--- src/rtl/risc8_data_arb.sv ---
// rtl/risc8_data_arb.sv - two-requester arbiter for the risc8 data RAM/IO bus
//
// Build option: define RISC8_ARB_FAIR_EN to add the requester-1 starvation counter.
//
// Ports:
//   clk, reset                  clock, asynchronous active-low reset
//   m0_req/wen/addr/wdata       requester 0 (core data port) access request
//   m0_gnt/rvalid/rdata         requester 0 grant and read return
//   m1_req/wen/addr/wdata/lock  requester 1 (DMA/debug) access request, burst lock
//   m1_gnt/rvalid/rdata         requester 1 grant and read return
//   ram_addr/wdata/wen/ren      muxed bus toward the RAM/IO decoder
//   ram_rdata                   RAM read data, one cycle after ram_ren
module risc8_data_arb #(
  parameter int ADDR_BITS    = 16,
  parameter int STARVE_LIMIT = 8
) (
  input  logic                 clk,
  input  logic                 reset,
  input  logic                 m0_req,
  input  logic                 m0_wen,
  input  logic [ADDR_BITS-1:0] m0_addr,
  input  logic [7:0]           m0_wdata,
  output logic                 m0_gnt,
  output logic                 m0_rvalid,
  output logic [7:0]           m0_rdata,
  input  logic                 m1_req,
  input  logic                 m1_wen,
  input  logic [ADDR_BITS-1:0] m1_addr,
  input  logic [7:0]           m1_wdata,
  input  logic                 m1_lock,
  output logic                 m1_gnt,
  output logic                 m1_rvalid,
  output logic [7:0]           m1_rdata,
  output logic [ADDR_BITS-1:0] ram_addr,
  output logic [7:0]           ram_wdata,
  output logic                 ram_wen,
  output logic                 ram_ren,
  input  logic [7:0]           ram_rdata
);

  typedef enum logic {ST_OPEN, ST_LOCKED} lock_state_t;

  lock_state_t state;
  logic        rd_owner_v;
  logic        rd_owner;     // 1 = pending read belongs to requester 1
  logic        starve;
  logic        gnt0;
  logic        gnt1;

  if (STARVE_LIMIT < 1 || STARVE_LIMIT > 255) begin : g_bad_limit
    $error("risc8_data_arb: STARVE_LIMIT must be in 1..255");
  end

`ifdef RISC8_ARB_FAIR_EN
  logic [7:0] starve_cnt;

  assign starve = (starve_cnt >= 8'(STARVE_LIMIT));

  // Counts cycles requester 1 has been waiting; any grant or a dropped
  // request restarts the count, so a forced grant happens only once.
  always_ff @(posedge clk or negedge reset) begin
    if (!reset) begin
      starve_cnt <= 8'd0;
    end else if (!m1_req || gnt1) begin
      starve_cnt <= 8'd0;
    end else if (starve_cnt != 8'hFF) begin
      starve_cnt <= starve_cnt + 8'd1;
    end
  end
`else
  assign starve = 1'b0;
`endif

  // Zero-latency grant. Grants are held off while reset is low so no
  // strobe reaches the RAM during reset.
  always_comb begin
    gnt0 = 1'b0;
    gnt1 = 1'b0;
    if (reset) begin
      if (state == ST_LOCKED) begin
        gnt1 = m1_req;           // requester 0 is shut out for the whole burst
      end else if (starve && m1_req) begin
        gnt1 = 1'b1;
      end else if (m0_req) begin
        gnt0 = 1'b1;
      end else begin
        gnt1 = m1_req;
      end
    end
  end

  assign m0_gnt    = gnt0;
  assign m1_gnt    = gnt1;

  // Idle bus parks on requester 0 so the core's address is already present.
  assign ram_addr  = gnt1 ? m1_addr  : m0_addr;
  assign ram_wdata = gnt1 ? m1_wdata : m0_wdata;
  assign ram_wen   = (gnt0 & m0_wen)  | (gnt1 & m1_wen);
  assign ram_ren   = (gnt0 & ~m0_wen) | (gnt1 & ~m1_wen);

  assign m0_rvalid = rd_owner_v & ~rd_owner;
  assign m1_rvalid = rd_owner_v & rd_owner;
  assign m0_rdata  = ram_rdata;
  assign m1_rdata  = ram_rdata;

  always_ff @(posedge clk or negedge reset) begin
    if (!reset) begin
      state      <= ST_OPEN;
      rd_owner_v <= 1'b0;
      rd_owner   <= 1'b0;
    end else begin
      if (gnt1) begin
        state <= m1_lock ? ST_LOCKED : ST_OPEN;
      end else if (!m1_req) begin
        state <= ST_OPEN;
      end
      // Tag the read issued this cycle so its data returns to the right owner.
      rd_owner_v <= ram_ren;
      rd_owner   <= gnt1;
    end
  end

endmodule

--- config.mk ---
export PLATFORM = sky130hd
export DESIGN_NAME = risc8_data_arb
export DESIGN_NICKNAME = d
export VERILOG_FILES = /design/src/rtl/risc8_data_arb.sv
export SDC_FILE = /design/constraint.sdc
export NUM_CORES = 1
export LEC_CHECK = 0
export BUFFER_PORTS_ARGS = -buffer_cell sky130_fd_sc_hd__clkbuf_2
export CAP_MARGIN = 20
export CORE_AREA = 2 2 55 57
export CTS_BUF_LIST = sky130_fd_sc_hd__clkbuf_8
export CTS_CLUSTER_DIAMETER = 80
export DETAILED_ROUTE_END_ITERATION = 16
export DIE_AREA = 0 0 57 59
export GPL_ROUTABILITY_DRIVEN = 0
export MAX_ROUTING_LAYER = met4
export PLACE_DENSITY = 0.75
export SLEW_MARGIN = 20
export SYNTH_ARGS = -nofsm -noshare
export SYNTH_HDL_FRONTEND = slang
export SYNTH_SLANG_ARGS = --single-unit
--- constraint.sdc ---
create_clock -name clk -period 1.4 [get_ports clk]
set_input_delay 0.14 -clock clk [delete_from_list [all_inputs] [get_ports clk]]
set_output_delay 0.14 -clock clk [all_outputs]
set_load 0.02 [all_outputs]
==> flow_metrics.env, run 1 <==
export IMPL_tightest_slew_ns=0.152
export IMPL_n_antenna_cell=0
export IMPL_top_usage_layer="met2"
export IMPL_status="finished with violations"
export IMPL_start_util_pct=25.4
export IMPL_synth_cell_types=18
export IMPL_final_area_sq_um=1360
export IMPL_clk_pin_slew_ns=0.03
export IMPL_dieHeight_microns=59
export IMPL_hpwl_mm=1.76
export IMPL_cp_required_ns=1.26
export IMPL_max_freq_mhz=600
export IMPL_rows=19
export IMPL_tns_ns=-6.15
export IMPL_drt_iter0_drc=22
export IMPL_vias=759
export IMPL_hold_viol=0
export IMPL_end_kind="output port"
export IMPL_use_met1_pct=10.7
export IMPL_viasPerCell=4.34
export IMPL_clk_latency_ns=0.22
export IMPL_first_pass_iters=4
export IMPL_critPathKind="register to output port"
export IMPL_grtUsageMet2_pct=23.2
export IMPL_synth_top_cell_by_area="mux2_4"
export IMPL_max_slew_margin_pct=89.8
export IMPL_violations="setup timing"
export IMPL_synthCells=63
export IMPL_synth_area_leaders="mux2_4 41%, buf_4 17%, dfrtp_1 11%, mux2_2 8.2%, buf_12 5.8%"
export IMPL_final_common_cell="clkbuf_2"
export IMPL_setup_ws_ns=-0.266
export IMPL_numCtsBuffers=3
export IMPL_drv_cap=0
export IMPL_cp_max_fo=8
export IMPL_min_delay_start="m1_lock"
export IMPL_area_delta_synth_final_pct=97.5
export IMPL_synth_ff_latch_count=3
export IMPL_yosysSeqAreaShare_pct=10.9
export IMPL_layout_nets=208
export IMPL_synth_nets=126
export IMPL_grt_pass1_wl_mm=3.12
export IMPL_gr_total_overflow=0
export IMPL_final_layout_size_suffix_gt1_share_pct=88.2
export IMPL_cts_root_buf="clkbuf_8"
export IMPL_ir_drop_mv=0.438
export IMPL_port_buffers=84
export IMPL_cts_tree="built"
export IMPL_fin_crit_ns=1.67
export IMPL_die_area_sq_um=3360
export IMPL_startpoint="state$_DFFE_PN0P_"
export IMPL_start_kind="register"
export IMPL_drc=0
export IMPL_synth_avg_cell_area_sq_um=10.9
export IMPL_grt_util_all_layers_pct=12.6
export IMPL_rsz0062_at_grt="yes"
export IMPL_yosysWarnings=0
export IMPL_power_density_nw_per_um2=602
export IMPL_grt_max_degree=17
export IMPL_grt_util_met3_pct=3.71
export IMPL_synth_top_area_share_pct=41.4
export IMPL_grt_pass1_vias=708
export IMPL_routedWlPerCell_microns=13.7
export IMPL_clk_path_buf_depth=2
export IMPL_ant_nets=0
export IMPL_netlist_area_sq_um=689
export IMPL_routed_wl_mm=2.40
export IMPL_detailedPlace_worstSlack_ns=-0.0662
export IMPL_cp_arrival_ns=1.53
export IMPL_core_area_sq_um=2710
export IMPL_regToRegStartpoint="state$_DFFE_PN0P_"
export IMPL_setup_viol=27
export IMPL_hp_class="primary input to register"
export IMPL_die_w_microns=57
export IMPL_pin_count=109
export IMPL_placed_cell_area_sq_um=1030
export IMPL_final_cell_mix="56 x clkbuf_2, 24 x mux2_4, 22 x buf_6, 9 x buf_4, 5 x buf_8"
export IMPL_p_leak_nw=0.763
export IMPL_cts_sinks=3
export IMPL_skew_ns=0.00134
export IMPL_slew_violations=0
export IMPL_finalCritPeriodShare_pct=119
export IMPL_antenna_found_initial=0
export IMPL_cts_htree_levels=1
per-stage QoR:
stage,util [%],cells,power (mW),hold WS [ns]
finish,50.2,175,0.820,0.196
global route,50.2,175,0.862,0.219
CTS,43.2,171,0.741,0.190
detailed placement,38.2,165,0.457,0.0491
global placement,38.2,165,0.451,0.0591
floorplan,-,63,0.378,-0.156
final timing paths:
| path | end | slack, ns | cells after the start |
|---|---|---|---|
| min in group asynchronous | state$_DFFE_PN0P_ | 0.39 | 3 |
| setup reg to reg | rd_owner$_DFF_PN0_ | 0.16 | 5 |
| max in group asynchronous | rd_owner$_DFF_PN0_ | 0.86 | 3 |
| hold reg to reg | state$_DFFE_PN0P_ | 0.69 | 4 |
| hold / removal | state$_DFFE_PN0P_ | 0.20 | 3 |
| setup / recovery | ram_wdata[3] | -0.27 | 5 |
cell usage after synthesis:
library cell / count
buf_6: 1
and3_4: 1
inv_1: 2
nand2b_1: 1
dfrtp_1: 3
nand2b_4: 1
o21ai_0: 1
mux2_2: 5
nand3b_1: 1
buf_12: 2
nor2b_1: 2
nand3_1: 1
a21oi_1: 3
nor2_1: 2
nand2_1: 1
and2_1: 1
buf_4: 16
mux2_4: 19
kinds of logic after synthesis:
family                 share of synthesized area [%]
DFF                                             10.9
muxes                                           49.5
AOI/OAI and AO/OA                               2.90
buffers and inverters                           26.0
and+or+nand+nor                                 10.7
cell type report:
cell class / count / area, sq um
Clock buffer: 3 / 41.3
Clock inverter: 1 / 3.75
Fill cell: 265 / 1350
Inverter: 2 / 7.51
Multi-Input combinational cell: 39 / 464
Sequential cell: 3 / 75.1
Tap cell: 31 / 38.8
Timing Repair Buffer: 96 / 731
worst max-delay path, stage by stage, from the launching register on:
cell       delay [ns]
dfrtp_1          0.33
nand2b_4         0.13
and3_4           0.24
clkbuf_16        0.18
mux2_4           0.30
buf_6            0.13
report_power, final:
part           total, mW  leakage, nW  switching [mW]  internal, mW
Clock              0.244       0.0269          0.0573         0.187
Sequential        0.0938       0.0401         0.00184        0.0919
Combinational      0.482        0.696           0.195         0.287
repair_timing:
action                                  4_1_cts  5_1_grt
hold endpoints to repair                      3        0
gates resized for setup                      17       72
endpoints found under the setup margin       26       27
cloned                                        0        1
hold buffers                                  1        0
setup buffers                                 1        3
flip-flops by register name (all words and copies together), names as in the netlist:
name        cells
rd_owner        1
rd_owner_v      1
state           1
layer usage:
layer | routed length (microns) | part of all wire, % | up-vias
li1 | - | - | 363
met1 | 705 | 29 | 326
met2 | 1370 | 57 | 58
met3 | 237 | 9.9 | 12
met4 | 84 | 3.5 | 0
met5 | 0 | 0 | -
Power figures use the tool's default switching activity.
==> inputs of run 2 (changes only) <==
- CORE_AREA: 2 2 55 57 -> 2 2 51 53
- DIE_AREA: 0 0 57 59 -> 0 0 53 55
- PLACE_DENSITY: 0.75 -> 0.83
- TNS_END_PERCENT: default -> 20
- clock period: 1.4 -> 2 ns (I/O delays scaled with it)
==> run 2 against run 1 <==
  * Final cell count shrank 6.3%
  * Power shrank 41%
  * First-iteration DRC count shrank 91%
  * Global-route usage shrank 1.2 points
  * Largest cell class is now multi-input gates
  * The flow now finishes without violations
  * Non-clock buffer count shrank 11
  * Wire length shrank 18%
==> flow_metrics.env, run 2 (synthesized netlist as in run 1, its figures left out) <==
export IMPL_rows=18
export IMPL_crit_chain="nand2b_4 > and3_2 > mux2_4 > clkbuf_2"
export IMPL_final_layout_size_suffix_gt1_share_pct=85.1
export IMPL_grt_max_degree=27
export IMPL_cts_tree="built"
export IMPL_gr_total_overflow=0
export IMPL_grt_util_all_layers_pct=11.5
export IMPL_cp_required_ns=1.80
export IMPL_power_density_nw_per_um2=469
export IMPL_hp_class="primary input to register"
export IMPL_drt_iter0_drc=2
export IMPL_cts_htree_levels=1
export IMPL_viasPerCell=4.43
export IMPL_final_cell_mix="84 x clkbuf_2, 19 x mux2_4, 5 x mux2_2"
export IMPL_start_util_pct=29.2
export IMPL_tns_ns=0
export IMPL_layout_nets=198
export IMPL_cts_sinks=3
export IMPL_max_slew_margin_pct=73.8
export IMPL_min_delay_start="m1_lock"
export IMPL_cp_slowest_cell="and3_2"
export IMPL_cts_root_buf="clkbuf_8"
export IMPL_clk_pin_slew_ns=0.03
export IMPL_reg_largest_list="rd_owner x1, rd_owner_v x1, state x1"
export IMPL_max_stage_delay_ns=0.45
export IMPL_core_area_sq_um=2360
export IMPL_cts_setup_buffers=0
export IMPL_utilization_pct=43.9
export IMPL_rsz0062_at_grt="no"
export IMPL_start_kind="register"
export IMPL_critPathKind="register to output port"
export IMPL_setup_viol=0
export IMPL_tightest_slew_ns=0.393
export IMPL_min_to="state$_DFFE_PN0P_"
export IMPL_reg2reg_depth=2
export IMPL_grt_pass1_wl_mm=2.34
export IMPL_dieHeight_microns=55
export IMPL_drv_cap=0
export IMPL_ant_nets=0
export IMPL_clk_latency_ns=0.22
export IMPL_die_w_microns=53
export IMPL_ir_drop_mv=0.364
export IMPL_hold_viol=0
export IMPL_placed_cell_area_sq_um=976
export IMPL_pin_count=109
export IMPL_hold_path_depth=3
export IMPL_first_pass_iters=3
export IMPL_area_delta_synth_final_pct=50.6
export IMPL_cp_max_fo=13
export IMPL_final_area_sq_um=1040
export IMPL_die_area_sq_um=2920
export IMPL_port_buffers=84
export IMPL_hpwl_mm=1.53
export IMPL_antenna_found_initial=0
export IMPL_end_kind="output port"
export IMPL_regToRegStartpoint="state$_DFFE_PN0P_"
export IMPL_reg2reg_slack_ns=0.90
export IMPL_skew_ns=0.0000460
export IMPL_hold_slack_ns=0.250
export IMPL_vias=727
export IMPL_clk_path_buf_depth=2
export IMPL_max_freq_mhz=534
export IMPL_r2r_end="rd_owner$_DFF_PN0_"
export IMPL_slew_violations=0
export IMPL_numCtsBuffers=3
export IMPL_cp_arrival_ns=1.67
export IMPL_drc=0
export IMPL_finalCritPeriodShare_pct=93.7
export IMPL_fin_crit_ns=1.87
export IMPL_p_leak_nw=0.627
export IMPL_routed_wl_mm=1.96
export IMPL_n_antenna_cell=0
export IMPL_routedWlPerCell_microns=12.0
export IMPL_status="finished, final reports clean"
export IMPL_grt_pass1_vias=583
export IMPL_final_common_cell="clkbuf_2"
export IMPL_post_cts_resized=0
run 2: cell count changes in the layout (fill, tap and decap cells not counted), sizes merged:
cell,delta
clkbuf,+27
buf,-38
and3,+1
run 2: worst max-delay path by stage:
stage,slack [ns],from,to,cells past startpoint
floorplan,0.51,state$_DFFE_PN0P_,ram_addr[12],5
CTS,0.03,state$_DFFE_PN0P_,ram_addr[15],4
global placement,0.30,state$_DFFE_PN0P_,ram_addr[0],4
global route,0.05,state$_DFFE_PN0P_,ram_wdata[1],4
detailed placement,0.27,state$_DFFE_PN0P_,ram_addr[15],4
finish,0.13,state$_DFFE_PN0P_,ram_addr[2],4
run 2: layout make-up:
type	instances	area [sq um]
Fill cell	272	1330
Sequential cell	3	75.1
Clock inverter	1	3.75
Clock buffer	3	41.3
Tap cell	30	37.5
Multi-Input combinational cell	40	443
Inverter	2	7.51
Timing Repair Buffer	85	430
run 2: power breakdown:
| group | switching (mW) | internal [mW] | leakage, nW | total, mW |
|---|---|---|---|---|
| logic | 0.117 | 0.125 | 0.560 | 0.242 |
| clock network | 0.0482 | 0.131 | 0.0269 | 0.180 |
| registers | 0.00147 | 0.0643 | 0.0401 | 0.0658 |
run 2: layer usage:
layer | part of all wire, % | GRT usage [%] | vias to the layer above
li1 | - | - | 343
met1 | 31 | 9.09 | 322
met2 | 53 | 23.1 | 58
met3 | 15 | 3.23 | 4
met4 | 1.2 | 6.84 | 0
met5 | 0 | - | -
run 2: critical path, delay by kind of cell (launching register included):
kind / cells / cell delay [ns]
multiplexers: 1 / 0.33
buffers and inverters: 1 / 0.16
flip-flops: 1 / 0.35
AND/OR/NAND/NOR: 2 / 0.61
run 2: timing repair:
item	CTS	global route
hold buffers	1	0
endpoints found under the hold margin	3	0
setup endpoints to repair	0	5
run 2: per-stage QoR:
stage	worst slack (ns)	power [mW]	instances
2_1_floorplan	0.507	0.265	63
3_3_place_gp	0.299	0.302	158
3_5_place_dp	0.268	0.305	158
4_1_cts	0.0343	0.491	163
5_1_grt	0.0489	0.515	164
6_report	0.126	0.487	164
==> inputs of run 3 (changes only) <==
- ABC_AREA: default -> 1
- CORE_AREA: 2 2 51 53 -> 2 2 50 52
- DIE_AREA: 0 0 53 55 -> 0 0 52 54
- GPL_TIMING_DRIVEN: default -> 0
- PLACE_DENSITY: 0.83 -> 0.86
==> run 3 against run 2 <==
  * Die area fell by 3.7%
  * Combinational power grew 32%
  * Global-route usage grew 5.5 points
  * First-iteration DRC count increased to 5.5 times the previous value
  * Clock power down 5%
  * Largest power group unchanged
==> flow_metrics.env, run 3 <==
export IMPL_n_antenna_cell=0
export IMPL_hp_class="primary input to register"
export IMPL_synth_avg_cell_area_sq_um=5.84
export IMPL_clk_latency_ns=0.22
export IMPL_hpwl_mm=2.04
export IMPL_fin_crit_ns=1.86
export IMPL_grt_util_all_layers_pct=16.9
export IMPL_start_kind="primary input"
export IMPL_synth_nets=183
export IMPL_gr_total_overflow=0
export IMPL_power_density_nw_per_um2=430
export IMPL_rows=18
export IMPL_reg_largest_list="rd_owner x1, rd_owner_v x1, state x1"
export IMPL_rsz0062_at_grt="no"
export IMPL_routed_wl_mm=2.48
export IMPL_clk_path_buf_depth=2
export IMPL_routedWlPerCell_microns=9.72
export IMPL_netlist_area_sq_um=701
export IMPL_vias=1122
export IMPL_multi_input_area_sq_um=392
export IMPL_synth_ff_latch_count=3
export IMPL_slew_violations=0
export IMPL_ir_drop_mv=0.262
export IMPL_cp_required_ns=1.80
export IMPL_finalCritPeriodShare_pct=93.2
export IMPL_synthCells=120
export IMPL_register_area_sq_um=75.1
export IMPL_port_buffers=100
export IMPL_grt_pass1_wl_mm=3.53
export IMPL_synthArstFlopShare_pct=100
export IMPL_max_slew_margin_pct=89.6
export IMPL_cts_setup_buffers=0
export IMPL_die_area_sq_um=2810
export IMPL_drv_cap=0
export IMPL_synthFlopType="dfrtp_1"
export IMPL_yosysMostFrequentCell="nand2_1"
export IMPL_synth_top_cell_by_area="nand2_1"
export IMPL_critPathKind="primary input to output port"
export IMPL_cts_htree_levels=1
export IMPL_area_delta_synth_final_pct=84.6
export IMPL_fillCellCount=265
export IMPL_synthTopCellsByCount="50 x nand2_1, 26 x nand3_1, 17 x buf_4"
export IMPL_synth_cell_types=15
export IMPL_core_area_sq_um=2320
export IMPL_first_pass_iters=4
export IMPL_cp_max_fo=10
export IMPL_status="finished, final reports clean"
export IMPL_numCtsBuffers=3
export IMPL_end_kind="output port"
export IMPL_grt_pass1_vias=942
export IMPL_grt_max_degree=11
export IMPL_drc=0
export IMPL_synth_top_area_share_pct=26.8
export IMPL_cp_arrival_ns=1.66
export IMPL_dieHeight_microns=54
export IMPL_yosysWarnings=0
export IMPL_antenna_found_initial=0
export IMPL_final_common_cell="clkbuf_2"
export IMPL_start_util_pct=30.2
export IMPL_final_layout_size_suffix_gt1_share_pct=59.6
export IMPL_layout_nets=289
export IMPL_cts_root_buf="clkbuf_8"
export IMPL_synth_edff_count=0
export IMPL_cts_sinks=3
export IMPL_hold_viol=0
export IMPL_synth_area_leaders="nand2_1 27%, nand3_1 19%, buf_4 18%, dfrtp_1 11%, buf_6 6.4%"
export IMPL_p_leak_nw=0.897
export IMPL_tns_ns=0
export IMPL_viasPerCell=4.40
export IMPL_pin_count=109
export IMPL_max_freq_mhz=536
export IMPL_die_w_microns=52
export IMPL_cts_tree="built"
export IMPL_hold_slack_ns=0.216
export IMPL_tightest_slew_ns=0.156
export IMPL_final_cell_mix="100 x clkbuf_2, 50 x nand2_1, 26 x nand3_1, 17 x buf_4, 6 x inv_1"
export IMPL_yosysSeqAreaShare_pct=10.7
export IMPL_setup_viol=0
export IMPL_skew_ns=0.00157
export IMPL_drt_iter0_drc=11
export IMPL_clk_pin_slew_ns=0.03
export IMPL_ant_nets=0
## run 3: cell count changes after synthesis, moves of 2 or more
cell     change
mux2_2       -5
buf_6        +3
nand3_1     +25
buf_8        +2
nand4_1      +2
nand2_1     +49
buf_12       -2
nand2_2      +4
inv_1        +3
a21oi_1      -3
nor2b_1      -2
mux2_4      -19
## run 3: cell type report
cell class / count / area share (%)
well taps: 30 / 2.90
clock inverters: 1 / 0.290
clock buffers: 3 / 3.19
flip-flops and latches: 3 / 5.80
inverters: 7 / 2.42
multi-input cells: 87 / 30.3
repair buffers: 101 / 39.5
plain buffers: 23 / 15.7
## run 3: path summary, 6_finish.rpt
kind / startpoint / to / slack, ns / cells after the start
worst max-delay path: reset / ram_wdata[0] / 0.14 / 8
worst min-delay path: m1_lock / state$_DFFE_PN0P_ / 0.22 / 3
worst max register to register: state$_DFFE_PN0P_ / rd_owner_v$_DFF_PN0_ / 0.90 / 6
worst min register to register: state$_DFFE_PN0P_ / state$_DFFE_PN0P_ / 0.54 / 2
max in group asynchronous: reset / rd_owner_v$_DFF_PN0_ / 1.47 / 2
min in group asynchronous: reset / rd_owner$_DFF_PN0_ / 0.38 / 2
## run 3: worst max-delay path, cell delays in order
cell and delay [ns]:
dlygate4sd3_1 0.55, clkbuf_2 0.20, nand2_2 0.10, inv_6 0.11
buf_4 0.18, nand3_1 0.09, nand2_1 0.08, clkbuf_2 0.16
## run 3: stage by stage
step / cell area, sq um / power (mW) / cells / setup WS (ns) / util (%)
CTS: 1290 / 0.561 / 255 / 0.156 / 55.8
floorplan: 701 / 0.260 / 120 / 0.750 / -
global route: 1290 / 0.598 / 255 / 0.0283 / 55.8
global placement: 1240 / 0.380 / 250 / 0.700 / 53.4
finish: 1290 / 0.556 / 255 / 0.136 / 55.8
detailed placement: 1240 / 0.385 / 250 / 0.682 / 53.4
## run 3: power breakdown
| part | leakage, nW | total (mW) | internal (mW) | switching (mW) |
|---|---|---|---|---|
| Combinational | 0.830 | 0.319 | 0.138 | 0.180 |
| Clock | 0.0269 | 0.171 | 0.131 | 0.0407 |
| Sequential | 0.0402 | 0.0660 | 0.0642 | 0.00181 |
## run 3: logic make-up (layout without fill, tap and decap cells)
kind of cell	after synthesis	count (layout)	synth area share, %
simple gates	87	87	55.9
flops	3	3	10.7
buf+inv	30	135	33.4
## run 3: layer usage
layer	vias up	share of wire [%]	track usage, %
li1	573	-	-
met4	0	1.1	9.21
met1	487	37	17.5
met5	-	0	-
met3	4	8.9	1.67
met2	58	53	31.4
## run 3: repair_timing
| action | in CTS | in global routing |
|---|---|---|
| hold buffers | 1 | 0 |
| hold endpoints to repair | 3 | 0 |
| resized for setup | 0 | 0 |
